**src/rtl/hex_display_module.sv**
```systemverilog
// hex_display_module: memory-mapped driver for four active-low seven-segment
// digits (hex3..hex0). A data register holds the 16-bit value to show and a
// control register holds blank, blink and per-digit enable controls. Each
// nibble is decoded through a registered stage, so segments follow register
// changes one clock later.
// Optional feature macro: HEX_BLINK_EN (enables the blink timer, BLINK and PHASE).
module hex_display_module #(
  parameter logic [31:0] HDATA     = 32'hF0000000,
  parameter logic [31:0] HCTRL     = 32'hF0000100,
  parameter int          BLINK_DIV = 25000000
) (
  input  logic        clk,
  input  logic        reset,
  input  logic [31:0] abus,
  input  logic [31:0] dbus,
  input  logic        wren,
  output logic [31:0] dbusout,
  output logic [6:0]  hex0,
  output logic [6:0]  hex1,
  output logic [6:0]  hex2,
  output logic [6:0]  hex3
);

  logic [15:0] hex_reg;
  logic        blank;
  logic [3:0]  digen;
  logic        blink;
  logic        phase;
  logic        wr_data;
  logic        wr_ctrl;
  logic [6:0]  seg_p1 [4];
  logic        unused_dbus;

  assign wr_data     = wren && (abus == HDATA);
  assign wr_ctrl     = wren && (abus == HCTRL);
  assign unused_dbus = ^dbus[31:16];

  function automatic logic [6:0] seg_decode(input logic [3:0] nib);
    logic [6:0] seg;
    case (nib)
      4'h0: seg = 7'h40;
      4'h1: seg = 7'h79;
      4'h2: seg = 7'h24;
      4'h3: seg = 7'h30;
      4'h4: seg = 7'h19;
      4'h5: seg = 7'h12;
      4'h6: seg = 7'h02;
      4'h7: seg = 7'h78;
      4'h8: seg = 7'h00;
      4'h9: seg = 7'h10;
      4'hA: seg = 7'h08;
      4'hB: seg = 7'h03;
      4'hC: seg = 7'h46;
      4'hD: seg = 7'h21;
      4'hE: seg = 7'h06;
      default: seg = 7'h0E;
    endcase
    return seg;
  endfunction

  // Register file: data value, blank flag and digit enables
  always_ff @(posedge clk or posedge reset) begin
    if (reset) begin
      hex_reg <= 16'h0000;
      blank   <= 1'b0;
      digen   <= 4'hF;
    end else begin
      if (wr_data) begin
        hex_reg <= dbus[15:0];
      end
      if (wr_ctrl) begin
        blank <= dbus[0];
        digen <= dbus[11:8];
      end
    end
  end

`ifdef HEX_BLINK_EN
  localparam int CNT_W = (BLINK_DIV > 1) ? $clog2(BLINK_DIV) : 1;
  localparam logic [CNT_W-1:0] CNT_LAST = CNT_W'(BLINK_DIV - 1);

  typedef enum logic {IDLE, RUN} blink_state_t;

  blink_state_t     state, state_nxt;
  logic [CNT_W-1:0] cnt, cnt_nxt;
  logic             phase_nxt;

  // Blink timer state, half-period counter and phase
  always_ff @(posedge clk or posedge reset) begin
    if (reset) begin
      state <= IDLE;
      cnt   <= '0;
      phase <= 1'b0;
    end else begin
      state <= state_nxt;
      cnt   <= cnt_nxt;
      phase <= phase_nxt;
    end
  end

  // Blink next-state: a write with BLINK=0 always returns to IDLE, a write
  // keeping BLINK=1 while running leaves the count undisturbed
  always_comb begin
    state_nxt = state;
    cnt_nxt   = cnt;
    phase_nxt = phase;
    case (state)
      IDLE: begin
        cnt_nxt   = '0;
        phase_nxt = 1'b0;
        if (wr_ctrl && dbus[1]) begin
          state_nxt = RUN;
        end
      end
      RUN: begin
        if (wr_ctrl && !dbus[1]) begin
          state_nxt = IDLE;
          cnt_nxt   = '0;
          phase_nxt = 1'b0;
        end else if (cnt == CNT_LAST) begin
          cnt_nxt   = '0;
          phase_nxt = ~phase;
        end else begin
          cnt_nxt = cnt + 1'b1;
        end
      end
      default: begin
        state_nxt = IDLE;
        cnt_nxt   = '0;
        phase_nxt = 1'b0;
      end
    endcase
  end

  assign blink = (state == RUN);
`else
  assign blink = 1'b0;
  assign phase = 1'b0;
`endif

  // Decode stage: each digit shows its nibble unless blanked or disabled
  always_ff @(posedge clk or posedge reset) begin
    if (reset) begin
      for (int i = 0; i < 4; i++) begin
        seg_p1[i] <= 7'h7F;
      end
    end else begin
      for (int i = 0; i < 4; i++) begin
        if (blank || (blink && phase) || !digen[i]) begin
          seg_p1[i] <= 7'h7F;
        end else begin
          seg_p1[i] <= seg_decode(hex_reg[4*i +: 4]);
        end
      end
    end
  end

  assign hex0 = seg_p1[0];
  assign hex1 = seg_p1[1];
  assign hex2 = seg_p1[2];
  assign hex3 = seg_p1[3];

  // Read mux: combinational from registers, zero unless a read hits a register
  always_comb begin
    dbusout = 32'h0;
    if (!wren) begin
      if (abus == HDATA) begin
        dbusout = {16'h0, hex_reg};
      end else if (abus == HCTRL) begin
        dbusout = {20'h0, digen, 5'b0, phase, blink, blank};
      end
    end
  end

endmodule

```
**config.mk**
```make
export PLATFORM = sky130hd
export DESIGN_NAME = hex_display_module
export DESIGN_NICKNAME = d
export VERILOG_FILES = /design/src/rtl/hex_display_module.sv
export SDC_FILE = /design/constraint.sdc
export NUM_CORES = 1
export LEC_CHECK = 0
export ABC_AREA = 1
export BUFFER_PORTS_ARGS = -buffer_cell sky130_fd_sc_hd__buf_4
export CORE_ASPECT_RATIO = 0.75
export CORE_MARGIN = 5
export CORE_UTILIZATION = 25
export CTS_CLUSTER_DIAMETER = 150
export CTS_CLUSTER_SIZE = 16
export DETAILED_ROUTE_END_ITERATION = 10
export GPL_ROUTABILITY_DRIVEN = 0
export PLACE_DENSITY = 0.56
export SYNTH_ARGS = -nofsm -noshare
export SYNTH_HDL_FRONTEND = slang
export SYNTH_SLANG_ARGS = --single-unit
```
**constraint.sdc**
```tcl
create_clock -name clk -period 1.7 [get_ports clk]
set_input_delay 0.34 -clock clk [delete_from_list [all_inputs] [get_ports clk]]
set_output_delay 0.34 -clock clk [all_outputs]
set_load 0.01 [all_outputs]
```
Word-level counts from Yosys, hierarchy flattened
Memories as Yosys holds them, arrays and structs flattened.
Index checks and enable logic that the tools add are counted.
- bits in read-only memories: 448
- input bits: 67
- bits in registers: 49
- word-level logic and storage cells: 30
- output and inout port bits: 60
- memories kept: 4
- memory list (memory ; words ; bits a word ; rd ports ; clocked after memory_dff ; write ports ; RTL line ; text):
    (name not given) ; 16 ; 7 ; 1 ; 0 ; 0 ; 40 ; case (nib)
    (name not given) ; 16 ; 7 ; 1 ; 0 ; 0 ; 40 ;
    (name not given) ; 16 ; 7 ; 1 ; 0 ; 0 ; 40 ;
    (name not given) ; 16 ; 7 ; 1 ; 0 ; 0 ; 40 ;
- multiplexer cells: 7
- equal/unequal tests: 2
- reduce and logical (&&, ||, !) cells: 10
- operators by type and width (operator ; count):
    == test 32 bit, second input constant ; 2
    two-way mux 16 bit ; 2
    two-way mux 7 bit ; 4
    two-way mux 12 bit ; 1
    zero test 1 bit ; 4
    logical OR 1 bit ; 4
    logical AND 1 bit ; 2

Logic depth before layout (Yosys ltp)
Gate-level depths: netlist (run 1).
- depth after elaboration: 4
- mapped depth: 9
- gate-level depth less buffers: 9

Worst setup path after synthesis (run 1)
OpenSTA, ideal clock, no wires.
- kind: input to output
- from: input port abus[3]
- to: output port dbusout[12]
- required time: 1.360 ns
- arrival time: 1.276 ns
- slack: 0.084 ns
- stages on the path: 8
- path buffers: 1
- path through: nor2_1 > nand2_1 > nor2_2 > nand2_2 > nor2_8 > nand2_2 > buf_2 > nor2_1
- word-level cells in the longest chain between the ends: 3
- ends and longest elaborated chain (item ; RTL line ; text):
    start: declaration ; 14 ; input logic [31:0] abus,
    == test 32 bit ; 167 ; if (abus == HDATA) begin
    two-way mux 16 bit ; 167 ;
    two-way mux 16 bit ; 166 ; if (!wren) begin
    end: declaration ; 17 ; output logic [31:0] dbusout,
No other way between the ends.

Worst setup path in the final report (run 1)
- from: input port abus[5]
- to: output port dbusout[10]
- word-level cells in the longest chain between the ends: 4
- elaborated cells between the ends (all ways): 5
- those cells by class: eq/ne: 2; mux: 3
- ends and longest elaborated chain (item ; RTL line ; text):
    == test 32 bit ; 169 ; end else if (abus == HCTRL) begin
    two-way mux 12 bit ; 169 ;
    two-way mux 16 bit * ; 167 ;
    two-way mux 16 bit * ; 166 ;
Every way passes the cells marked *; elsewhere a longest branch is shown, timed or not.

==> run_results.csv, run 1 <==
group,metric,value,unit
drt,drt_first_pass_iters,5,
place,dp_cells,667,
die,dieArea,14800,um2
drt,drt-wirelength-per-cell,12.5,um
pwr,p_sw_frac,0.217,
drt,dr.first_iter.drc_count,97,
clocking,cts_made_buffers,5,
timing,rsz0062_at_grt,"yes",
pwr,power_switching,521,uW
critical_path,crit_type,"primary input to output pin",
timing,slew_headroom,0.655,
cells_and_area,nets,605,
pwr,p_clk_frac,0.412,
clocking,cts_buffer_depth,2,
synth,yosysTopAreaCell,"dfstp_2",
timing,fin_tns_setup,-183,ps
critical_path,cp.arrival,1410,ps
cells_and_area,diodes,0,
synth,synth_cell_types,25,
global_route,grt_util_all_layers,0.113,
timing,setup_slack,-54.0,ps
synth,ys_seq_elements,49,
clocking,clkTransAtPathRegs,70,ps
timing,skew,5.37,ps
clocking,insertion_delay,280,ps
place,pre_cts_ws,-205,ps
global_route,grt_max_degree,50,
timing,finalMaxSlewViolations,0,
timing,fmax,570,MHz
cells_and_area,instances_no_fill,681,
die,fp.dieH,107,um
timing,setup_viol,7,
synth,netlist_instances,406,
outcome,violations,"setup timing",
critical_path,r2r_cells,6,
timing,final_hold_viol_count,0,
drt,postRouteAntennaNets,0,
cells_and_area,largest_reg_flops,16,
synth,synth_area_per_cell,7.65,um2
die,die_w,139,um
critical_path,r2r-end,"hex2[0]",
synth,synth_common_cells,"nand2_1, nand3_1, nor2_1",
critical_path,critPathRequiredTime,1360,ps
synth,synth_edf_count,0,
outcome,outcome,"complete, but fails checks",
synth,synth_flop_cell,"dfstp_2",
timing,min_period,1750,ps
critical_path,worst_setup_path_start_kind,"primary input",
synth,synth_top_area_frac,0.271,
drt,drcViolationCount,0,
clocking,clkSinkCount,49,
synth,ys_seq_area_frac,0.408,
pwr,seqPwrFrac,0.487,
hold_path,hp-class,"primary input to async pin",
critical_path,r2r_slack,340,ps
drt,routed_wl,8510,um
place,io_buffer_count,94,
die,ios,127,
pwr,intPower,1880,uW
timing,max_slew.worst_pin.slew,516,ps
die,start_util,0.254,
synth,synthTopCellsByArea,"dfstp_2, dfrtp_1, nand2_1",
critical_path,endpoint_kind,"output pin",
pwr,p_leak,0.00206,uW
place,dp_hpwl,6550,um
global_route,grt_pass1_wl,13800,um
run,drv_cap,0,
global_route,grt_pass1_vias,2924,
drt,num_vias,2975,
synth,async_flop_share,1.00,
timing,hold_slack,107,ps
drt,vias_per_cell,4.37,
synth,yosysMostFrequentCell,"nand2_1",
clocking,cts-root-buf,"clkbuf_16",
cells_and_area,area_growth,45.8,%
critical_path,reg2reg_from,"hex_reg[9]",
clocking,cts_tree,"built",
pwr,max-vdd-ir-drop,0.307,mV
pwr,power_density,530,nW/um2
timing,post-route-period-util,1.03,
critical_path,crit_fanout,7,
synth,ys_warn_count,0,
global_route,overflow,0,
die,coreArea,12200,um2
critical_path,critPathLaunch,"abus[5]",
cells_and_area,drive_gt1_frac,0.406,
clocking,htreeDepth,2,
pwr,comb_power_share,0.101,
die,rows,35,
global_route,antenna_found_initial,0,
synth,mappedNetlistArea,3110,um2
[layer usage]
layer  vias up  global-route usage  routed length, um
met1      1387               0.138               3720
met5         -                   0                  0
met4         0              0.0237                 44
met3         2              0.0310                583
li1       1491                   -                  -
met2        95               0.199               4170
[critical path: stages]
cell and delay [ps]:
buf_4 120, nor2_4 70, nand2_2 70, nor2_4 140, nand2_4 90, nor2_8 140, buf_8 140, nor2_4 40
nand2_1 70, nand2_1 70, buf_6 120
[what timing repair did]
action	4_1_cts	5_1_grt
setup endpoints to repair	16	30
resized for setup	35	61
buffers inserted	5	1
pin swaps	26	35
hold buffers	0	0
[metrics by stage]
stage               area, um2   util  power (uW)
global route             4530  0.371        2500
finish                   4530  0.371        2400
CTS                      4330  0.354        2410
floorplan                3160      -        1280
global placement         4020  0.329        1370
detailed placement       4020  0.329        1370
[worst max path at each step]
stage	end	cells past startpoint
floorplan	dbusout[12]	8
global placement	dbusout[2]	9
detailed placement	dbusout[1]	9
CTS	dbusout[10]	11
global route	dbusout[10]	11
finish	dbusout[10]	11
[power by group through the flow]
stage / Sequential [uW] / Clock [uW] / Combinational [uW]
floorplan: 1190 / 0 / 89.8
global placement: 1190 / 0 / 182
detailed placement: 1190 / 0 / 186
CTS: 1170 / 1030 / 205
global route: 1170 / 1060 / 268
finish: 1170 / 991 / 242
[cells in the final DEF (no fill, tap or decap), drive strengths merged]
| master | synthesis | final |
|---|---|---|
| buf | 21 | 117 |
| nand2 | 110 | 110 |
| nand3 | 54 | 54 |
| nor2 | 53 | 53 |
| inv | 39 | 39 |
| dfstp | 32 | 32 |
| ha | 24 | 24 |
| dfrtp | 17 | 17 |
| conb | 1 | 16 |
| o21ai | 14 | 14 |
| o211ai | 11 | 11 |
| clkbuf | 10 | 8 |
| o2111ai | 6 | 6 |
| a21oi | 5 | 5 |
| a31oi | 4 | 4 |
| clkinv | 2 | 2 |
| nand4 | 1 | 1 |
| nor3 | 1 | 1 |
| o311ai | 1 | 1 |
[layout make-up]
class                      instances  area [um2]
inverter                          41         154
fill                            1251        7690
multi-input combinational        300        1750
timing repair buffer             117        1000
sequential                        49        1270
clock buffer                       8         146
tap                              166         208
[cell families after synthesis]
logic type      Yosys count  share of synthesized area
simple gates            219                      0.298
buf+inv                  72                      0.112
flops                    49                      0.408
compound gates           41                     0.0850
fa+ha+maj                24                     0.0967
other cells               1                    0.00121
Power figures use the tool's default switching activity.
==> run 2: changes to the inputs <==
BUFFER_PORTS_ARGS = not set   (was -buffer_cell sky130_fd_sc_hd__buf_4)
DONT_BUFFER_PORTS = 1   (was not set)
PLACE_DENSITY = 0.47   (was 0.56)
==> run_results.csv, run 2 (synthesized netlist as in run 1, its figures left out) <==
group,metric,value,unit
outcome,outcome,"completed",
clocking,clkTransAtPathRegs,60,ps
cells_and_area,largest_reg_flops,16,
timing,rsz0062_at_grt,"yes",
drt,routed_wl,8200,um
die,die_w,139,um
critical_path,crit_path_end,"dbusout[14]",
global_route,grt_pass1_vias,2441,
timing,finalMaxSlewViolations,0,
timing,post-route-period-util,0.961,
timing,slew_headroom,0.650,
critical_path,reg2reg_from,"hex_reg[9]",
timing,fmax,612,MHz
cells_and_area,layout_common_cells,"nand2_1, nand3_1, inv_1, dfstp_2, nor2_1",
cells_and_area,multi_input_area,1660,um2
place,dp_hpwl,6290,um
cells_and_area,fill_cells,1308,
global_route,grt_util_all_layers,0.107,
critical_path,r2r-end,"hex2[0]",
die,start_util,0.254,
cells_and_area,layout_commonest_cell,"nand2_1",
clocking,cts_tree,"built",
global_route,grt_pass1_wl,13000,um
cells_and_area,design_area,3690,um2
cells_and_area,nets,517,
die,ios,127,
global_route,grt_max_degree,50,
cells_and_area,finish.utilization,0.302,
timing,max_slew.worst_pin.slew,523,ps
clocking,cts_buffer_depth,2,
die,fp.dieH,107,um
global_route,antenna_found_initial,0,
die,coreArea,12200,um2
run,drv_cap,0,
clocking,htreeDepth,2,
cells_and_area,regArea,1270,um2
pwr,power_density,613,nW/um2
critical_path,r2r_slack,280,ps
pwr,p_clk_frac,0.444,
clocking,insertion_delay,280,ps
critical_path,critPathRequiredTime,1360,ps
critical_path,crit_fanout,11,
pwr,power_switching,477,uW
cells_and_area,diodes,0,
pwr,seqPwrFrac,0.518,
hold_path,hp-class,"primary input to flip-flop",
cells_and_area,area_growth,18.6,%
die,dieArea,14800,um2
drt,postRouteAntennaNets,0,
cells_and_area,drive_gt1_frac,0.241,
global_route,overflow,0,
critical_path,worst_setup_path_start_kind,"primary input",
place,io_buffer_count,0,
timing,final_hold_viol_count,0,
drt,drt-wirelength-per-cell,13.8,um
timing,setup_viol,0,
drt,vias_per_cell,4.49,
critical_path,endpoint_kind,"output pin",
critical_path,r2r_cells,6,
critical_path,crit_type,"primary input to output pin",
clocking,clkSinkCount,49,
timing,skew,4.61,ps
critical_path,critPathLaunch,"abus[27]",
pwr,comb_power_share,0.039,
drt,num_vias,2660,
place,place_area,3380,um2
clocking,cts_made_buffers,5,
clocking,cts-root-buf,"clkbuf_16",
pwr,max-vdd-ir-drop,0.328,mV
die,rows,35,
pwr,p_leak,0.00158,uW
pwr,intPower,1780,uW
drt,drt_first_pass_iters,4,
critical_path,cp.arrival,1290,ps
timing,min_period,1630,ps
drt,dr.first_iter.drc_count,211,
drt,drcViolationCount,0,
pwr,p_sw_frac,0.211,
## run 2: through the flow
step,hold WS [ps],TNS [ps],worst slack [ps],instances,total power [uW]
after global routing,170,-46.6,-17.1,593,2360
final,162,0,66.7,593,2260
after global placement,297,-815,-82.4,580,1260
after detailed placement,298,-1240,-122,580,1270
after floorplan,448,0,84.0,421,1280
after CTS,155,0,0.241,589,2310
## run 2: power by group through the flow
| stage | clock, uW | sequential, uW | combinational [uW] |
|---|---|---|---|
| after global placement | 0 | 1190 | 76.4 |
| final | 1000 | 1170 | 87.4 |
| after CTS | 1060 | 1170 | 80.5 |
| after floorplan | 0 | 1190 | 89.8 |
| after detailed placement | 0 | 1190 | 77.7 |
| after global routing | 1090 | 1170 | 102 |
## run 2: worst min-delay path by stage
stage	to	start	cells after the start	slack (ps)
floorplan	digen[1]	dbus[9]	2	450
global placement	hex_reg[15]	reset	2	300
detailed placement	hex_reg[7]	reset	2	300
CTS	digen[1]	dbus[9]	2	160
global route	digen[1]	dbus[9]	2	170
finish	digen[3]	dbus[11]	2	160
## run 2: layout make-up
type / count / share of cell area
Multi-Input combinational cell: 300 / 0.450
Sequential cell: 49 / 0.344
Clock buffer: 8 / 0.0397
Tap cell: 166 / 0.0563
Inverter: 41 / 0.0418
Timing Repair Buffer: 29 / 0.0686
## run 2: critical path: stages
cell	delay (ps)
nor2_2	100
nand2_1	70
nor2_2	120
nand2_2	110
nor2_8	180
nand2_8	110
nor2_1	250
## run 2: routing by layer
metal	wire length [um]	global-route usage	vias up
met3	794	0.0382	4
met2	3480	0.156	113
met4	44	0.0209	0
met5	0	0	-
met1	3890	0.155	1231
li1	-	-	1312
## run 2: repair_timing
action / CTS / global route
endpoints found under the setup margin: 16 / 16
gates resized for setup: 5 / 35
hold endpoints to repair: 9 / 0
pin swaps: 0 / 12
buffers inserted: 0 / 4
hold buffers: 1 / 0
